==> config.mk <==
export PLATFORM = sky130hd
export DESIGN_NAME = imu_frame_assembler
export DESIGN_NICKNAME = d
export VERILOG_FILES = /design/src/rtl/imu_frame_assembler.sv
export SDC_FILE = /design/constraint.sdc
export NUM_CORES = 1
export LEC_CHECK = 0
export CAP_MARGIN = 40
export CORE_MARGIN = 8
export CORE_UTILIZATION = 43
export DETAILED_ROUTE_END_ITERATION = 8
export DONT_BUFFER_PORTS = 1
export GPL_TIMING_DRIVEN = 0
export SYNTH_ARGS = -nofsm -noshare
export SYNTH_HDL_FRONTEND = slang
export SYNTH_SLANG_ARGS = --single-unit
==> constraint.sdc <==
create_clock -name clk -period 4.06 [get_ports clk]
set_clock_uncertainty 0.2 [all_clocks]
set_input_delay 0.609 -clock clk [delete_from_list [all_inputs] [get_ports clk]]
set_output_delay 0.609 -clock clk [all_outputs]
set_load 0.01 [all_outputs]
==> src/rtl/imu_frame_assembler.sv <==
// Assembles the 14-byte MPU-6050 burst into accel X/Y/Z and gyro X/Y words.
// Define IMU_GYRO_CAL_EN to enable start-up gyro bias estimation and removal.
module imu_frame_assembler #(
  parameter int unsigned FRAME_BYTES    = 14,
  parameter int unsigned TIMEOUT_CYCLES = 4096,
  parameter int unsigned CAL_LOG2       = 6
) (
  input  logic               clk,
  input  logic               n_rst,
  input  logic               frame_start,
  input  logic [7:0]         byte_in,
  input  logic               byte_valid,
  output logic               byte_ready,
  output logic signed [15:0] accel_x_raw,
  output logic signed [15:0] accel_y_raw,
  output logic signed [15:0] accel_z_raw,
  output logic signed [15:0] gyro_x_raw,
  output logic signed [15:0] gyro_y_raw,
  output logic               data_ready,
  output logic               frame_err,
  output logic               calib_done
);

  localparam int unsigned IdxW = $clog2(FRAME_BYTES);
  localparam int unsigned TmoW = $clog2(TIMEOUT_CYCLES);

  // Word layout and accumulator headroom assume this range.
  if (FRAME_BYTES != 14 || CAL_LOG2 < 1 || CAL_LOG2 > 16 || TIMEOUT_CYCLES < 2)
  begin : g_param_check
    $error("imu_frame_assembler: unsupported parameter values");
  end

  typedef enum logic [1:0] {StIdle, StCollect, StEmit} state_e;

  state_e            state_q, state_d;
  logic [IdxW-1:0]   idx_q, idx_d;
  logic [TmoW-1:0]   tmo_q, tmo_d;
  logic              accept, emit, out_en, err_set, frame_err_q, data_ready_q;
  logic [15:0]       ax_q, ay_q, az_q, gx_q, gy_q;
  logic [15:0]       ax_out_q, ay_out_q, az_out_q, gx_out_q, gy_out_q;
  logic [15:0]       gx_corr, gy_corr;

  function automatic logic [15:0] merge_byte(input logic [15:0] w, input logic [7:0] b,
                                             input logic lo);
    return lo ? {w[15:8], b} : {b, w[7:0]};
  endfunction

  always_comb begin
    state_d    = state_q;
    idx_d      = idx_q;
    tmo_d      = tmo_q;
    err_set    = 1'b0;
    emit       = 1'b0;
    byte_ready = 1'b0;
    unique case (state_q)
      StIdle: begin
        if (frame_start) begin
          state_d = StCollect;
          idx_d   = '0;
          tmo_d   = '0;
        end
      end
      StCollect: begin
        byte_ready = ~frame_start;
        if (frame_start) begin
          err_set = (idx_q != '0);
          idx_d   = '0;
          tmo_d   = '0;
        end else if (byte_valid) begin
          tmo_d = '0;
          if (idx_q == IdxW'(FRAME_BYTES - 1)) begin
            state_d = StEmit;
            idx_d   = '0;
          end else begin
            idx_d = idx_q + IdxW'(1);
          end
        end else if (tmo_q == TmoW'(TIMEOUT_CYCLES - 1)) begin
          err_set = 1'b1;
          state_d = StIdle;
          tmo_d   = '0;
        end else begin
          tmo_d = tmo_q + TmoW'(1);
        end
      end
      StEmit: begin
        emit    = 1'b1;
        state_d = frame_start ? StCollect : StIdle;
        idx_d   = '0;
        tmo_d   = '0;
      end
      default: state_d = StIdle;
    endcase
  end

  assign accept = byte_valid & byte_ready;

  always_ff @(posedge clk or negedge n_rst) begin
    if (!n_rst) begin
      state_q     <= StIdle;
      idx_q       <= '0;
      tmo_q       <= '0;
      frame_err_q <= 1'b0;
    end else begin
      state_q <= state_d;
      idx_q   <= idx_d;
      tmo_q   <= tmo_d;
      if (err_set) frame_err_q <= 1'b1;
    end
  end

  // Temperature (word 3) and gyro Z (word 6) bytes are accepted but not stored.
  always_ff @(posedge clk or negedge n_rst) begin
    if (!n_rst) begin
      ax_q <= '0;
      ay_q <= '0;
      az_q <= '0;
      gx_q <= '0;
      gy_q <= '0;
    end else if (accept) begin
      case (idx_q[IdxW-1:1])
        3'd0:    ax_q <= merge_byte(ax_q, byte_in, idx_q[0]);
        3'd1:    ay_q <= merge_byte(ay_q, byte_in, idx_q[0]);
        3'd2:    az_q <= merge_byte(az_q, byte_in, idx_q[0]);
        3'd4:    gx_q <= merge_byte(gx_q, byte_in, idx_q[0]);
        3'd5:    gy_q <= merge_byte(gy_q, byte_in, idx_q[0]);
        default: ;
      endcase
    end
  end

`ifdef IMU_GYRO_CAL_EN
  logic [CAL_LOG2-1:0] cal_cnt_q;
  logic [31:0]         acc_x_q, acc_y_q, acc_x_nxt, acc_y_nxt;
  logic [15:0]         bias_x_q, bias_y_q;
  logic                calib_done_q;

  function automatic logic [15:0] sat_sub(input logic [15:0] a, input logic [15:0] b);
    logic [16:0] d;
    d = {a[15], a} - {b[15], b};
    if (d[16] != d[15]) return d[16] ? 16'h8000 : 16'h7fff;
    return d[15:0];
  endfunction

  assign acc_x_nxt = acc_x_q + {{16{gx_q[15]}}, gx_q};
  assign acc_y_nxt = acc_y_q + {{16{gy_q[15]}}, gy_q};

  always_ff @(posedge clk or negedge n_rst) begin
    if (!n_rst) begin
      cal_cnt_q    <= '0;
      acc_x_q      <= '0;
      acc_y_q      <= '0;
      bias_x_q     <= '0;
      bias_y_q     <= '0;
      calib_done_q <= 1'b0;
    end else if (emit && !calib_done_q) begin
      acc_x_q   <= acc_x_nxt;
      acc_y_q   <= acc_y_nxt;
      cal_cnt_q <= cal_cnt_q + CAL_LOG2'(1);
      if (&cal_cnt_q) begin
        // Low 16 bits of (sum >>> CAL_LOG2); the mean always fits in 16 bits.
        bias_x_q     <= acc_x_nxt[CAL_LOG2 +: 16];
        bias_y_q     <= acc_y_nxt[CAL_LOG2 +: 16];
        calib_done_q <= 1'b1;
      end
    end
  end

  assign gx_corr    = sat_sub(gx_q, bias_x_q);
  assign gy_corr    = sat_sub(gy_q, bias_y_q);
  assign out_en     = emit & calib_done_q;
  assign calib_done = calib_done_q;
`else
  assign gx_corr    = gx_q;
  assign gy_corr    = gy_q;
  assign out_en     = emit;
  assign calib_done = 1'b1;
`endif

  always_ff @(posedge clk or negedge n_rst) begin
    if (!n_rst) begin
      ax_out_q     <= '0;
      ay_out_q     <= '0;
      az_out_q     <= '0;
      gx_out_q     <= '0;
      gy_out_q     <= '0;
      data_ready_q <= 1'b0;
    end else begin
      data_ready_q <= out_en;
      if (out_en) begin
        ax_out_q <= ax_q;
        ay_out_q <= ay_q;
        az_out_q <= az_q;
        gx_out_q <= gx_corr;
        gy_out_q <= gy_corr;
      end
    end
  end

  assign accel_x_raw = ax_out_q;
  assign accel_y_raw = ay_out_q;
  assign accel_z_raw = az_out_q;
  assign gyro_x_raw  = gx_out_q;
  assign gyro_y_raw  = gy_out_q;
  assign data_ready  = data_ready_q;
  assign frame_err   = frame_err_q;

endmodule

; ---- Word-level counts from Yosys, hierarchy flattened
; Index checks and enable logic that the tools add are counted.
[word_totals]
regBits = 180
wordCells = 78
[op_classes]
addsub = 2
eq_ne = 13
n_mux = 23
bitwise = 3
n_reduce_logical = 17
[op_table]
columns = operator, n
row1 = $mux 12, 4
row2 = $pmux 12 s3, 1
row3 = $reduce_and 3->1, 11
row4 = $mux 4, 4
row5 = $add 12x1->12 const B, 1
row6 = $eq 12x12->1 const B, 1
row7 = $pmux 4 s3, 1
row8 = $mux 2, 5
row9 = $ne 3x3->1 const B, 3
row10 = $mux 1, 7
row11 = $eq 3x3->1 const B, 2
row12 = $pmux 2 s3, 1
row13 = $add 4x1->4 const B, 1
row14 = $eq 4x4->1 const B, 1
row15 = $ne 2x2->1 const B, 2
row16 = $reduce_and 4->1, 1
row17 = $reduce_bool 4->1, 1
row18 = $eq 3x1->1 const B, 1
row19 = $eq 3x2->1 const B, 1
row20 = $logic_not 3->1, 1
row21 = $reduce_bool 3->1, 1
row22 = $eq 2x1->1 const B, 1
row23 = $eq 2x2->1 const B, 1
row24 = $logic_not 2->1, 1
row25 = other kinds (3), 4

; ---- Depth between registers and ports, before layout
[depth]
ltp_word = 5
ltp_mapped = 6
mapped_depth_nobuf = 5

; ---- Worst setup path before layout
; No wires, ideal clock.
[synth_path]
path_type = input to register
start = input port frame_start
end = register gx_q[10] (netlist: gx_corr[10])
arrival_ns = 1.866
t_required_ns = 3.735
slack_ns = 1.869
path_stages = 4
path_cell_list = nand4bb_1 or3_4 nor2_2 mux2_2
[synth_via]
elab_chain_len = 4
[synth_lines]
columns = item, line
row1 = from (decl), 10  ; input logic frame_start,
row2 = $not 1->1, 64  ; byte_ready = ~frame_start;
row3 = $mux 1, 55  ; unique case (state_q)
row4 = $and 1x1->1, 95  ; assign accept = byte_valid & byte_ready;
row5 = $reduce_and 3->1 (no source line), --
row6 = to (signal assigned), 124  ; 3'd4: gx_q <= merge_byte(gx_q, byte_in, idx_q[0]);
row7 = to (decl), 39  ; logic [15:0] ax_q, ay_q, az_q, gx_q, gy_q;
; No other way between the ends.
; A chain may end at the register's enable or synchronous reset.

; ---- Worst setup path after layout
[layout_path]
start = register state_q[0]
end = output port byte_ready
[layout_via]
elab_chain_len = 2
[layout_lines]
columns = item, line
row1 = from (decl), 35  ; state_e state_q, state_d;
row2 = from (signal assigned), 99  ; state_q <= StIdle;
row3 = from (signal assigned), 104  ; state_q <= state_d;
row4 = $eq 2x1->1, 55
row5 = $mux 1, 55
row6 = to (decl), 13  ; output logic byte_ready,
; No other way between the ends.

==> flow_metrics.py <==
metrics = {
    "clocking": {
        "post_cts_resized": 0,
        "clock-sinks": 180,
        "clkLatencyLatePin_ps": 420,
        "cts_max_level": 4,
        "numCtsBuffers": 17,
        "cts_setup_buffers": 0,
        "cts_root_buf": "clkbuf_16",
        "cts_buffer_depth": 2,
        "cts_tree": "built",
        "path_clk_slew_ps": 70,
    },
    "worst_hold_path": {
        "hold_class": "input pin to asynchronous set/reset pin",
    },
    "critical_path": {
        "cp_num_buf_inv": 1,
        "crit_cells": 2,
        "critical_path_class": "register to output port",
        "cpLargestDelayFamily": "simple AND/OR/NAND/NOR gates",
        "cp_max_fo": 9,
        "r2r-start": "state_q[1]",
        "crit_chain": "or3b_2 > inv_1",
        "critPathLaunch": "state_q[0]",
        "worst_r2r_endpoint": "az_q[5]",
        "critPathLaunchType": "register",
        "arrival_ps": 1600,
        "endpoint": "byte_ready",
        "worstRegToRegCells": 4,
        "cp-end-kind": "output port",
        "crit_required_ps": 3250,
        "r2r_slack_ps": 1730,
        "slowest_stage": "or3b_2",
        "slowest_delay_ps": 520,
    },
    "timing": {
        "postLayoutSetupSlackWorst_ps": 1650,
        "fin_crit_ps": 2410,
        "finalCritPeriodShare": 0.593,
        "clock.fmax_ghz": 0.415,
        "rsz0062_at_grt": "false",
        "worst_slew_pin_slew_ps": 811,
        "hold_slack_ps": -312,
        "slew_headroom": 0.459,
        "finalMaxSlewViolations": 0,
        "setup-violations-final": 0,
        "hold_viol": 180,
        "tns_ps": 0,
    },
    "global_route": {
        "antenna_found_initial": 0,
        "grt_max_degree": 181,
        "track_usage": 0.154,
        "first_global_vias": 4088,
        "grt_pass1_wl_mm": 23.6,
        "overflow": 0,
    },
    "cells_and_area": {
        "diodes": 0,
        "nNetsFinal": 508,
        "syn2layout_area_growth_pct": 11.6,
        "drive_gt1_frac": 0.418,
        "fin_util": 0.485,
    },
    "power": {
        "p_clk_frac": 0.395,
        "irDropWorstVdd_mv": 0.290,
        "leakage_nw": 3.84,
        "p_comb_frac": 0.066,
        "total_power_mw": 3.84,
        "seqPwrFrac": 0.539,
        "internal-power_mw": 2.96,
        "power_density_nw_per_um2": 483,
        "p_sw_frac": 0.229,
        "switchingPower_mw": 0.879,
    },
    "detailed_routing": {
        "vias": 3921,
        "routed_via_density": 5.41,
        "drtIter0Drc": 237,
        "wl_per_cell_um": 21.0,
        "routed_wl_mm": 15.2,
        "drc_errors": 0,
        "drtAntennaViolNets": 0,
        "drtPass1Iterations": 6,
    },
    "synth": {
        "synth_common_cells": "dfrtp_1 (180), mux2_2 (160), nand2_1 (20)",
        "synth_seq_cells": 180,
        "syn_area_um2": 7130,
        "synthCells": 472,
        "synth_most_common_cell": "dfrtp_1",
        "async_flop_share": 1.00,
        "synth_top_cell_area_share": 0.632,
        "synth_cell_types": 45,
        "synth_fp_nets": 488,
        "synthFlopType": "dfrtp_1",
        "synth-edff-count": 0,
        "avgSynthCellArea_um2": 15.1,
        "synth-seq-area-share": 0.632,
        "yosys.area.top_type": "dfrtp_1",
        "ys.warnings.count": 0,
        "ys_top_cells_by_area": "dfrtp_1 (63%), mux2_2 (25%), nand2_1 (1.1%)",
    },
    "floorplan": {
        "core_um2": 16400,
        "start_util": 0.434,
        "die_w_um": 145,
        "io_pins": 96,
        "rows": 47,
        "dieArea_um2": 20900,
        "die_h_um": 145,
    },
    "run": {
        "cap_violations": 0,
    },
    "placement": {
        "portBuffers": 0,
        "gp_congestion": 0.781,
        "pre_cts_ws_ps": 1580,
        "post-dp-hpwl_mm": 10.1,
    },
    "run_status": {
        "violations": "negative hold slack",
        "status": "complete, but fails checks",
    },
}
how the worst min path moves through the flow:
stage               start              to  slack, ps  depth (start not counted)
floorplan           n_rst  accel_x_raw[0]        110                          0
CTS                 n_rst      gy_corr[3]       -340                          0
detailed placement  n_rst         ay_q[9]        120                          0
global placement    n_rst  accel_y_raw[9]        120                          0
global route        n_rst  accel_y_raw[1]       -340                          0
finish              n_rst      gy_corr[8]       -310                          0
layout by cell type, fill, tap and decap left out, types with 2 or more instances in the layout:
cell and n:
a21oi_1 3, a22o_1 2, a31oi_1 2, and3_1 2, and4_1 3, buf_1 8, buf_2 10, clkbuf_1 8
clkbuf_16 17, clkbuf_8 2, clkinv_2 3, clkinv_4 2, dfrtp_1 180, ha_1 4, inv_1 7, inv_6 6
mux2_2 160, mux2i_1 2, nand2_1 20, nand3_1 6, nand4_1 7, nor2_1 5, nor2_2 2, nor2b_1 2
nor3_1 2, nor3_4 3, o211ai_1 2, o21ai_0 9, o311ai_0 2, or3_1 3
metal layers:
layer / up-vias / global-route usage / wire, um
met2: 99 / 0.246 / 7400
met3: 22 / 0.0600 / 1170
met1: 2062 / 0.183 / 6320
met4: 0 / 0.0630 / 305
li1: 1738 / - / -
met5: - / 0 / 0
worst reg2reg max path, stage by stage, from the launching register on:
cell and delay (ps):
dfrtp_1 440, nand4bb_1 270, nor3_1 350, nand3b_1 510, mux2_2 450
kinds of logic (layout without fill, tap and decap cells):
kind of cell | Yosys count | in the layout | synth area share
mux | 163 | 163 | 0.257
flops | 180 | 180 | 0.632
compound gates | 29 | 29 | 0.0304
buf+inv | 32 | 65 | 0.0190
other cells | 1 | 1 | 0.000526
simple gates | 63 | 63 | 0.0537
fa+ha+maj | 4 | 4 | 0.00702
registers in the layout (all words and copies together), names as in the netlist:
register / count
ay_q: 16
data_ready: 1
ax_q: 16
state_q: 2
idx_q: 4
gy_corr: 16
az_q: 16
gx_corr: 16
tmo_q: 12
accel_x_raw: 16
gyro_y_raw: 16
accel_z_raw: 16
frame_err: 1
gyro_x_raw: 16
accel_y_raw: 16
metrics by stage:
step	instances	hold slack, ps	instance area [um2]
6_report	725	-312	7960
3_3_place_gp	692	122	7400
4_1_cts	725	-343	7960
3_5_place_dp	693	121	7410
5_1_grt	725	-341	7960
2_1_floorplan	472	113	7130
layout make-up:
| type | count | area [um2] |
|---|---|---|
| Buffer | 25 | 109 |
| Sequential cell | 180 | 4500 |
| Multi-Input combinational cell | 260 | 2490 |
| Clock inverter | 12 | 92.6 |
| Tap cell | 220 | 275 |
| Timing Repair Buffer | 1 | 5.00 |
| Inverter | 7 | 26.3 |
| Fill cell | 1407 | 8450 |
| Clock buffer | 20 | 457 |
power by group through the flow:
| stage | combinational (mW) | sequential (mW) | clock, mW |
|---|---|---|---|
| 2_1_floorplan | 0.214 | 2.07 | 0 |
| 3_3_place_gp | 0.246 | 2.09 | 0 |
| 3_5_place_dp | 0.256 | 2.10 | 0 |
| 4_1_cts | 0.257 | 2.07 | 1.56 |
| 5_1_grt | 0.277 | 2.09 | 1.64 |
| 6_report | 0.252 | 2.07 | 1.52 |
(Power assumes the default switching activity.)
